File: src/rtl/branch_predictor_pkg.sv
// Shared definitions for the branch predictor: counter encodings, widths and
// the saturating 2-bit counter update.
package branch_predictor_pkg;

    localparam int PC_W = 32;

    typedef enum logic [1:0] {
        CTR_SNT = 2'b00,
        CTR_WNT = 2'b01,
        CTR_WT  = 2'b10,
        CTR_ST  = 2'b11
    } ctr_e;

    localparam logic [1:0] CTR_INIT_DEFAULT = CTR_WNT;

    // Move a 2-bit counter one step towards the actual outcome, holding at the ends.
    function automatic logic [1:0] sat_update(input logic [1:0] ctr, input logic taken);
        logic [1:0] nxt;
        nxt = ctr;
        if (taken) begin
            if (ctr != CTR_ST) nxt = ctr + 2'd1;
        end else begin
            if (ctr != CTR_SNT) nxt = ctr - 2'd1;
        end
        return nxt;
    endfunction

endpackage

File: src/rtl/branch_predictor_btb_table.sv
// Tagged branch target buffer: valid/tag/target arrays with an asynchronous
// read port for fetch and a synchronous write port for training.
module btb_table
    import branch_predictor_pkg::*;
#(
    parameter int INDEX_BITS = 6,
    parameter int TAG_BITS   = PC_W - INDEX_BITS - 2
) (
    input  logic                  clk,
    input  logic                  rst,
    input  logic [INDEX_BITS-1:0] rd_idx,
    output logic                  rd_valid,
    output logic [TAG_BITS-1:0]   rd_tag,
    output logic [PC_W-1:0]       rd_target,
    input  logic                  wr_en,
    input  logic [INDEX_BITS-1:0] wr_idx,
    input  logic [TAG_BITS-1:0]   wr_tag,
    input  logic [PC_W-1:0]       wr_target
);

    localparam int DEPTH = 2 ** INDEX_BITS;

    logic                valid_q  [DEPTH];
    logic                valid_d  [DEPTH];
    logic [TAG_BITS-1:0] tag_q    [DEPTH];
    logic [TAG_BITS-1:0] tag_d    [DEPTH];
    logic [PC_W-1:0]     target_q [DEPTH];
    logic [PC_W-1:0]     target_d [DEPTH];

    // Fetch read sees the stored contents only, so a same-cycle write is not bypassed.
    always_comb begin
        rd_valid  = valid_q[rd_idx];
        rd_tag    = tag_q[rd_idx];
        rd_target = target_q[rd_idx];
    end

    // Next-state of the arrays: a taken branch overwrites its entry, aliasing included.
    always_comb begin
        valid_d  = valid_q;
        tag_d    = tag_q;
        target_d = target_q;
        if (wr_en) begin
            valid_d[wr_idx]  = 1'b1;
            tag_d[wr_idx]    = wr_tag;
            target_d[wr_idx] = wr_target;
        end
    end

    // Only the valid bits need clearing; tag and target are ignored while invalid.
    always_ff @(posedge clk) begin
        if (rst) begin
            for (int i = 0; i < DEPTH; i++) valid_q[i] <= 1'b0;
        end else begin
            valid_q <= valid_d;
        end
        tag_q    <= tag_d;
        target_q <= target_d;
    end

endmodule

File: src/rtl/branch_predictor.sv
// Fetch-side branch predictor: 2-bit counter BHT plus tagged BTB, with EX-stage
// misprediction detection, redirect and training, and performance counters.
module branch_predictor
    import branch_predictor_pkg::*;
#(
    parameter int         INDEX_BITS = 6,
    parameter logic [1:0] CTR_INIT   = CTR_INIT_DEFAULT
) (
    input  logic            clk,
    input  logic            rst,
    input  logic [PC_W-1:0] if_pc,
    output logic            pred_taken,
    output logic [PC_W-1:0] pred_target,
    input  logic            ex_valid,
    input  logic            ex_is_branch,
    input  logic [PC_W-1:0] ex_pc,
    input  logic            ex_taken,
    input  logic [PC_W-1:0] ex_target,
    input  logic            ex_pred_taken,
    input  logic [PC_W-1:0] ex_pred_target,
    output logic            mispredict,
    output logic [PC_W-1:0] redirect_pc,
    output logic [PC_W-1:0] branch_count,
    output logic [PC_W-1:0] mispredict_count
);

    localparam int DEPTH    = 2 ** INDEX_BITS;
    localparam int TAG_BITS = PC_W - INDEX_BITS - 2;

    logic [INDEX_BITS-1:0] if_idx;
    logic [TAG_BITS-1:0]   if_tag;
    logic [INDEX_BITS-1:0] ex_idx;
    logic [TAG_BITS-1:0]   ex_tag;

    logic                  btb_valid;
    logic [TAG_BITS-1:0]   btb_tag;
    logic [PC_W-1:0]       btb_target;
    logic                  hit;
    logic                  res;
    logic                  btb_wr_en;

    logic [1:0]            ctr_q [DEPTH];
    logic [1:0]            ctr_d [DEPTH];
    logic [PC_W-1:0]       branch_count_q;
    logic [PC_W-1:0]       branch_count_d;
    logic [PC_W-1:0]       mispredict_count_q;
    logic [PC_W-1:0]       mispredict_count_d;

    // Word-aligned PCs leave the low two bits without any role in indexing.
    logic unused_pc_bits;
    assign unused_pc_bits = ^{if_pc[1:0], ex_pc[1:0]};

    assign if_idx    = if_pc[INDEX_BITS+1:2];
    assign if_tag    = if_pc[PC_W-1:INDEX_BITS+2];
    assign ex_idx    = ex_pc[INDEX_BITS+1:2];
    assign ex_tag    = ex_pc[PC_W-1:INDEX_BITS+2];
    assign res       = ex_valid && ex_is_branch;
    assign btb_wr_en = res && ex_taken;

    btb_table #(
        .INDEX_BITS (INDEX_BITS),
        .TAG_BITS   (TAG_BITS)
    ) u_btb (
        .clk       (clk),
        .rst       (rst),
        .rd_idx    (if_idx),
        .rd_valid  (btb_valid),
        .rd_tag    (btb_tag),
        .rd_target (btb_target),
        .wr_en     (btb_wr_en),
        .wr_idx    (ex_idx),
        .wr_tag    (ex_tag),
        .wr_target (ex_target)
    );

    // Zero-cycle lookup: predict taken only on a BTB hit with a taken-leaning counter.
    always_comb begin
        hit         = btb_valid && (btb_tag == if_tag);
        pred_taken  = hit && ctr_q[if_idx][1];
        pred_target = pred_taken ? btb_target : if_pc + 32'd4;
    end

    // Check the prediction carried from IF against the resolved outcome.
    always_comb begin
        redirect_pc = ex_taken ? ex_target : ex_pc + 32'd4;
        mispredict  = res && ((ex_pred_taken != ex_taken) ||
                              (ex_taken && (ex_pred_target != ex_target)));
    end

    // Training and performance counter next-state.
    always_comb begin
        ctr_d              = ctr_q;
        branch_count_d     = branch_count_q;
        mispredict_count_d = mispredict_count_q;
        if (res) begin
            ctr_d[ex_idx]  = sat_update(ctr_q[ex_idx], ex_taken);
            branch_count_d = branch_count_q + 32'd1;
        end
        if (mispredict) begin
            mispredict_count_d = mispredict_count_q + 32'd1;
        end
    end

    // State registers; reset discards any branch resolving in the same cycle.
    always_ff @(posedge clk) begin
        if (rst) begin
            for (int i = 0; i < DEPTH; i++) ctr_q[i] <= CTR_INIT;
            branch_count_q     <= '0;
            mispredict_count_q <= '0;
        end else begin
            ctr_q              <= ctr_d;
            branch_count_q     <= branch_count_d;
            mispredict_count_q <= mispredict_count_d;
        end
    end

    assign branch_count     = branch_count_q;
    assign mispredict_count = mispredict_count_q;

endmodule

File: config.mk
export PLATFORM = sky130hd
export DESIGN_NAME = branch_predictor
export DESIGN_NICKNAME = d
export VERILOG_FILES = /design/src/rtl/branch_predictor_pkg.sv /design/src/rtl/branch_predictor_btb_table.sv /design/src/rtl/branch_predictor.sv
export SDC_FILE = /design/constraint.sdc
export NUM_CORES = 2
export LEC_CHECK = 0
export BUFFER_PORTS_ARGS = -buffer_cell sky130_fd_sc_hd__buf_2
export CAP_MARGIN = 5
export CORE_ASPECT_RATIO = 0.5
export CORE_MARGIN = 10
export CORE_UTILIZATION = 35
export CTS_BUF_LIST = sky130_fd_sc_hd__clkbuf_2
export DETAILED_ROUTE_END_ITERATION = 8
export PLACE_DENSITY = 0.5
export REMOVE_ABC_BUFFERS = 1
export SYNTH_ARGS = -nofsm -noshare
export SYNTH_HDL_FRONTEND = slang
export SYNTH_SLANG_ARGS = --single-unit
File: constraint.sdc
create_clock -name clk -period 5.13 [get_ports clk]
set_input_delay 0.2565 -clock clk [delete_from_list [all_inputs] [get_ports clk]]
set_output_delay 0.2565 -clock clk [all_outputs]
set_load 0.03 [all_outputs]
==> After elaboration in Yosys (flattened, before gate mapping) <==
Index checks and enable logic that the tools add are counted.
{ "totals": {"ff_bits": 3840, "output_inout_bits": 130, "inputBits": 134} }
{ "op_classes": {"bitwise_logic": 3, "n_eq_ne": 4, "n_reduce_logical": 9, "addsub": 6, "n_mux": 32, "n_lt_le_gt_ge": 3} }
{ "op_table": {"columns": ["cell", "count"], "rows": [
  ["$bwmux W2048", 1],
  ["$bwmux W1536", 1],
  ["$bmux W32 S6", 1],
  ["$demux W32 S6", 1],
  ["$mux W32", 5],
  ["$bmux W24 S6", 1],
  ["$demux W24 S6", 1],
  ["$bwmux W128", 1],
  ["$mux W24", 3],
  ["$add A32 B1 Y32 const B", 2],
  ["$add A32 B3 Y32 const B", 2],
  ["$or A64 B64 Y64", 1],
  ["$ne A32 B32 Y1", 1],
  ["$bmux W2 S6", 2],
  ["$eq A24 B24 Y1", 1],
  ["$mux W2", 9],
  ["$ge A7 B7 Y1 const B", 2],
  ["$not A6 Y7", 2],
  ["$demux W2 S6", 1],
  ["$logic_and A1 B1 Y1", 7],
  ["$lt A7 B1 Y1 const B", 1],
  ["$bmux W1 S6", 1],
  ["$demux W1 S6", 1],
  ["$mux W1", 3],
  ["6 further kinds", 6]
]} }

==> Logic depth before layout (Yosys ltp) <==
{ "logic_depth": {"depth_word": 9, "mapped_depth": 16, "depth_no_buf": 10} }

==> Cells and area by module <==
A second synthesis with hierarchy kept.
{ "hier_totals": {"hier_cells": 7519, "area_unflattened_um2": 150267.9} }
{ "modules_own_cells": {"columns": ["module", "instances", "area_per_inst_um2", "cells_each"], "rows": [
  ["btb_table", 1, 138328.9, 6071],
  ["branch_predictor", 1, 11939.0, 1448]
]} }

==> Worst setup path before layout <==
No wires, ideal clock.
{ "synth_timing": {"path_kind": "in2reg", "from": "input ex_pc[4]", "to": "register u_btb.tag_q[504] in the netlist's numbering (enable)", "arrival_time_ns": 4.025, "path_buffers": 4, "path_stages": 7, "setup_time_ns": 0.472, "setup_slack_ns": 0.633, "cell_sequence": "buf_2 -> buf_2 -> nor3b_1 -> clkbuf_1 -> clkbuf_1 -> nand2_1 -> nor2_1"} }
{ "synth_lines": {"columns": ["element", "line_no", "source"], "rows": [
  ["from (decl)", "branch_predictor.sv:16", "input logic [PC_W-1:0] ex_pc,"],
  ["to (signal assigned)", "branch_predictor_btb_table.sv:56", "tag_q <= tag_d;"],
  ["to (decl)", "branch_predictor_btb_table.sv:25", "logic [TAG_BITS-1:0] tag_q [DEPTH];"]
]} }

==> Worst setup path in the final report <==
{ "layout_timing": {"from": "register u_btb.tag_q[888] in the netlist's numbering", "to": "output pred_target[18]"} }
{ "layout_via": {"elab_chain_cells": 7} }
{ "layout_rtl": {"columns": ["element", "line_no", "source"], "rows": [
  ["$bmux W24 S6", "branch_predictor_btb_table.sv:33", "rd_tag = tag_q[rd_idx];"],
  ["$mux W24 (implied by the code) (2 in series)", "branch_predictor_btb_table.sv:33", null],
  ["$eq A24 B24 Y1", "branch_predictor.sv:78", "hit = btb_valid && (btb_tag == if_tag);"],
  ["$logic_and A1 B1 Y1", "branch_predictor.sv:78", null],
  ["$logic_and A1 B1 Y1", "branch_predictor.sv:79", "pred_taken = hit && ctr_q[if_idx][1];"],
  ["$mux W32", "branch_predictor.sv:80", "pred_target = pred_taken ? btb_target : if_pc + 32'd4;"],
  ["to (decl)", "branch_predictor.sv:13", "output logic [PC_W-1:0] pred_target,"]
]} }
Every way passes these cells. The select of a mux whose other input is x is not followed.

==> impl_metrics.py <==
metrics = {
    "die": {
        "rows": 170,
        "io_pins": 264,
        "design.core.area_um2": 429000,
        "fp.dieW_um": 948,
        "die_h_um": 484,
        "dieArea_um2": 459000,
        "initial_core_util": 0.351,
    },
    "routing": {
        "vias": 86900,
        "viasPerCell": 5.68,
        "drc": 0,
        "detail_route.wl_per_cell_um": 35.8,
        "drt_iter0_drc": 12900,
        "wl_um": 548000,
        "ant_nets": 0,
        "first_pass_iters": 6,
    },
    "clocking": {
        "numCtsBuffers": 860,
        "cts_root_buf": "clkbuf_2",
        "htreeDepth": 6,
        "path_clk_slew_ps": 120,
        "clockBufferDepth": 4,
        "insertion_delay_ps": 2040,
        "tritoncts": "yes",
        "clock_sinks": 3840,
    },
    "cells_and_area": {
        "area_growth_syn_to_layout_pct": 15.7,
        "drive_gt1_frac": 0.354,
        "nFillCells": 38900,
        "fin_nets": 9003,
        "finalNonFillerCells": 15300,
    },
    "timing": {
        "min_period_ps": 5800,
        "timing.hold.ws_ps": 218,
        "worst_slew_pin_slew_ps": 1070,
        "maxSlewHeadroom": 0.280,
        "finalSetupViolations": 33,
        "finalHoldViolations": 0,
        "post-route-period-util": 1.13,
        "clock.fmax_mhz": 173,
        "rsz0062_at_grt": "true",
        "skew_ps": 252,
        "setup_slack_ps": -666,
        "slew_violations": 0,
    },
    "pwr": {
        "ir_drop_v": 0.000147,
        "p_per_area_nw_per_um2": 332,
        "combPwrFrac": 0.071,
        "p_leak_nw": 56.9,
        "p_switching_w": 0.0151,
        "swShare": 0.260,
        "p_int_w": 0.0429,
        "p_seq_frac": 0.590,
        "p_clk_frac": 0.339,
    },
    "placement": {
        "port_buffers": 263,
        "dp_cells": 13500,
        "dp_hpwl_um": 311000,
        "gp_congestion": 0.841,
    },
    "synthesis": {
        "ys_seq_area_frac": 0.748,
        "synth_edf_count": 3584,
        "syn_inst": 7409,
        "ys_ff_latch": 3840,
        "synth_cell_types": 89,
        "synth_top_area_frac": 0.714,
        "synthArstFlopShare": 0,
        "synth_area_leaders": "edfxtp_1 71%, mux4_2 14%, dfxtp_1 3.4%",
        "avgSynthCellArea_um2": 20.3,
        "synth_area_um2": 151000,
        "ys_warn_count": 0,
        "yosysTopAreaCell": "edfxtp_1",
        "synth_ff_type": "edfxtp_1",
    },
    "setup_path": {
        "cp.required_ps": 4870,
        "cp.arrival_ps": 5540,
        "start_kind": "flip-flop",
        "critical_path_class": "reg2out",
        "critPathMaxFanout": 16,
        "critical_path.endpoint": "pred_target[18]",
        "reg2reg_from": "ctr_q[105]",
        "reg2reg_slack_ps": 1420,
        "critPathLaunch": "u_btb.tag_q[888]",
        "r2r-end": "ctr_q[92]",
        "rr_worst_depth": 11,
        "crit_path_end_kind": "output port",
    },
    "grt": {
        "grt-ovfl-total": 0,
        "grt_pass1_wl_um": 734000,
        "grt_max_degree": 120,
        "grtUsageTotal": 0.231,
        "first_global_vias": 84900,
        "antenna_found_initial": 62,
    },
    "worst_hold_path": {
        "worstHoldPathType": "in2reg",
    },
    "run": {
        "cap_viol_max_count": 0,
    },
    "status": {
        "violations": "negative setup slack",
        "status": "finished, violations left",
    },
}
flip-flops by register name, summed over array words and instances, names as in the netlist:
name              count
u_btb.tag_q        1536
u_btb.target_q     2048
ctr_q               128
branch_count         32
u_btb.valid_q        64
mispredict_count     32
metrics by stage:
stage	TNS [ps]	power, W	utilization	setup WS (ps)	area [um2]
final	-20470	0.0580	0.407	-666	174000
after global routing	-25610	0.0602	0.407	-801	174000
after CTS	-26830	0.0585	0.406	-803	174000
after detailed placement	-1220	0.0387	0.380	-102	163000
after global placement	-3140	0.0387	0.380	-158	163000
after floorplan	-39770	0.0364	-	-1440	149000
how the worst min path moves through the flow:
| stage | start | to | slack, ps | cells past startpoint |
|---|---|---|---|---|
| 2_1_floorplan | rst | branch_count[1] | 330 | 1 |
| 3_3_place_gp | u_btb.valid_q[27] | u_btb.valid_q[27] | 450 | 2 |
| 3_5_place_dp | u_btb.valid_q[54] | u_btb.valid_q[54] | 460 | 2 |
| 4_1_cts | ex_pc[6] | u_btb.target_q[294] | 20 | 4 |
| 5_1_grt | ex_pc[2] | ctr_q[66] | 9 | 5 |
| 6_report | ex_pc[2] | ctr_q[50] | 220 | 5 |
cell usage in the layout (no fill, tap or decap), types with 38 or more instances in the layout:
cell           synthesis  routed
nand3b_1              70      70
mux2i_1              192     188
a21oi_1              104     104
nand2_1              290     289
edfxtp_1            3584    3584
nor2_4                 0      65
nor2_1               378     311
xnor2_1               70      68
buf_4                 48     376
xor2_1                77      77
nor3_1                72      70
mux4_2               965     965
clkbuf_2               0    1302
mux2_2                53      52
clkinv_1               1     166
a22oi_1               85      84
o21ai_0              149     143
dlygate4sd3_1          0     209
buf_12                 3     140
and3_1                38      38
buf_2                 86     223
dfxtp_1              256     245
nand3_1              105     104
power groups by stage:
stage                     Clock [W]  Sequential (W)  Combinational (W)
after CTS                    0.0202          0.0342            0.00406
after global routing         0.0217          0.0342            0.00425
final                        0.0197          0.0342            0.00410
after global placement            0          0.0350            0.00373
after detailed placement          0          0.0350            0.00375
after floorplan                   0          0.0350            0.00149
layer usage:
layer	share of wire	track usage	wire, um	vias up
met5	0.00028	0	151	-
met4	0.033	0.0762	18300	24
met3	0.099	0.0543	54400	841
met2	0.45	0.345	244000	5041
met1	0.42	0.332	231000	46800
li1	-	-	-	34100
cell usage after synthesis (29+ instances only):
cell      instances
a21oi_1         104
and3_1           38
buf_2            86
mux4_2          965
buf_4            48
a31oi_1          31
buf_6            30
buf_1            72
nor3_1           72
nand3_1         105
nand2_1         290
o21ai_0         149
mux2i_1         192
clkbuf_1        177
nor2_1          378
dfxtp_1         256
xor2_1           77
edfxtp_1       3584
mux2_4           29
a22oi_1          85
xnor2_1          70
mux2_2           53
nand3b_1         70
worst max-delay path, stage by stage, from the launching register on:
cell and delay (ps):
edfxtp_1 400, mux4_2 460, nand2_1 120, nand3_1 90, a311oi_1 470, a21oi_1 170
xnor2_1 580, and4b_1 330, nand4_4 150, buf_12 200, mux2_4 350, buf_6 140
logic make-up (layout without fill, tap and decap cells):
logic type	Yosys count	in the layout	share of synthesized area
AND/OR/NAND/NOR	1138	1138	0.0360
XOR/XNOR	147	147	0.00854
multiplexers	1255	1255	0.167
adder cells (fa/ha/maj)	5	5	0.000398
AO/OA/AOI/OAI	581	581	0.0259
flip-flops	3840	3840	0.748
other	0	25	0
buffers and inverters	443	2553	0.0148
layout make-up:
class                           count  area [um2]  area share
Sequential cell                  3840      113000       0.646
Multi-Input combinational cell   3126       36700       0.210
Timing Repair Buffer             1011        9990      0.0573
Tap cell                         5762        7210      0.0413
Clock buffer                     1302        6520      0.0373
Clock inverter                    214        1120     0.00640
Inverter                           26         109    0.000624
Antenna cell                       25        62.6    0.000359
repair_timing:
| item | CTS | global route |
|---|---|---|
| endpoints found under the setup margin | 33 | 43 |
| endpoints found under the hold margin | 7424 | 25 |
| setup buffers | 4 | 0 |
| resized for setup | 125 | 33 |
| hold buffers | 251 | 3 |
| pin swaps | 15 | 6 |
(Power assumes the default switching activity.)
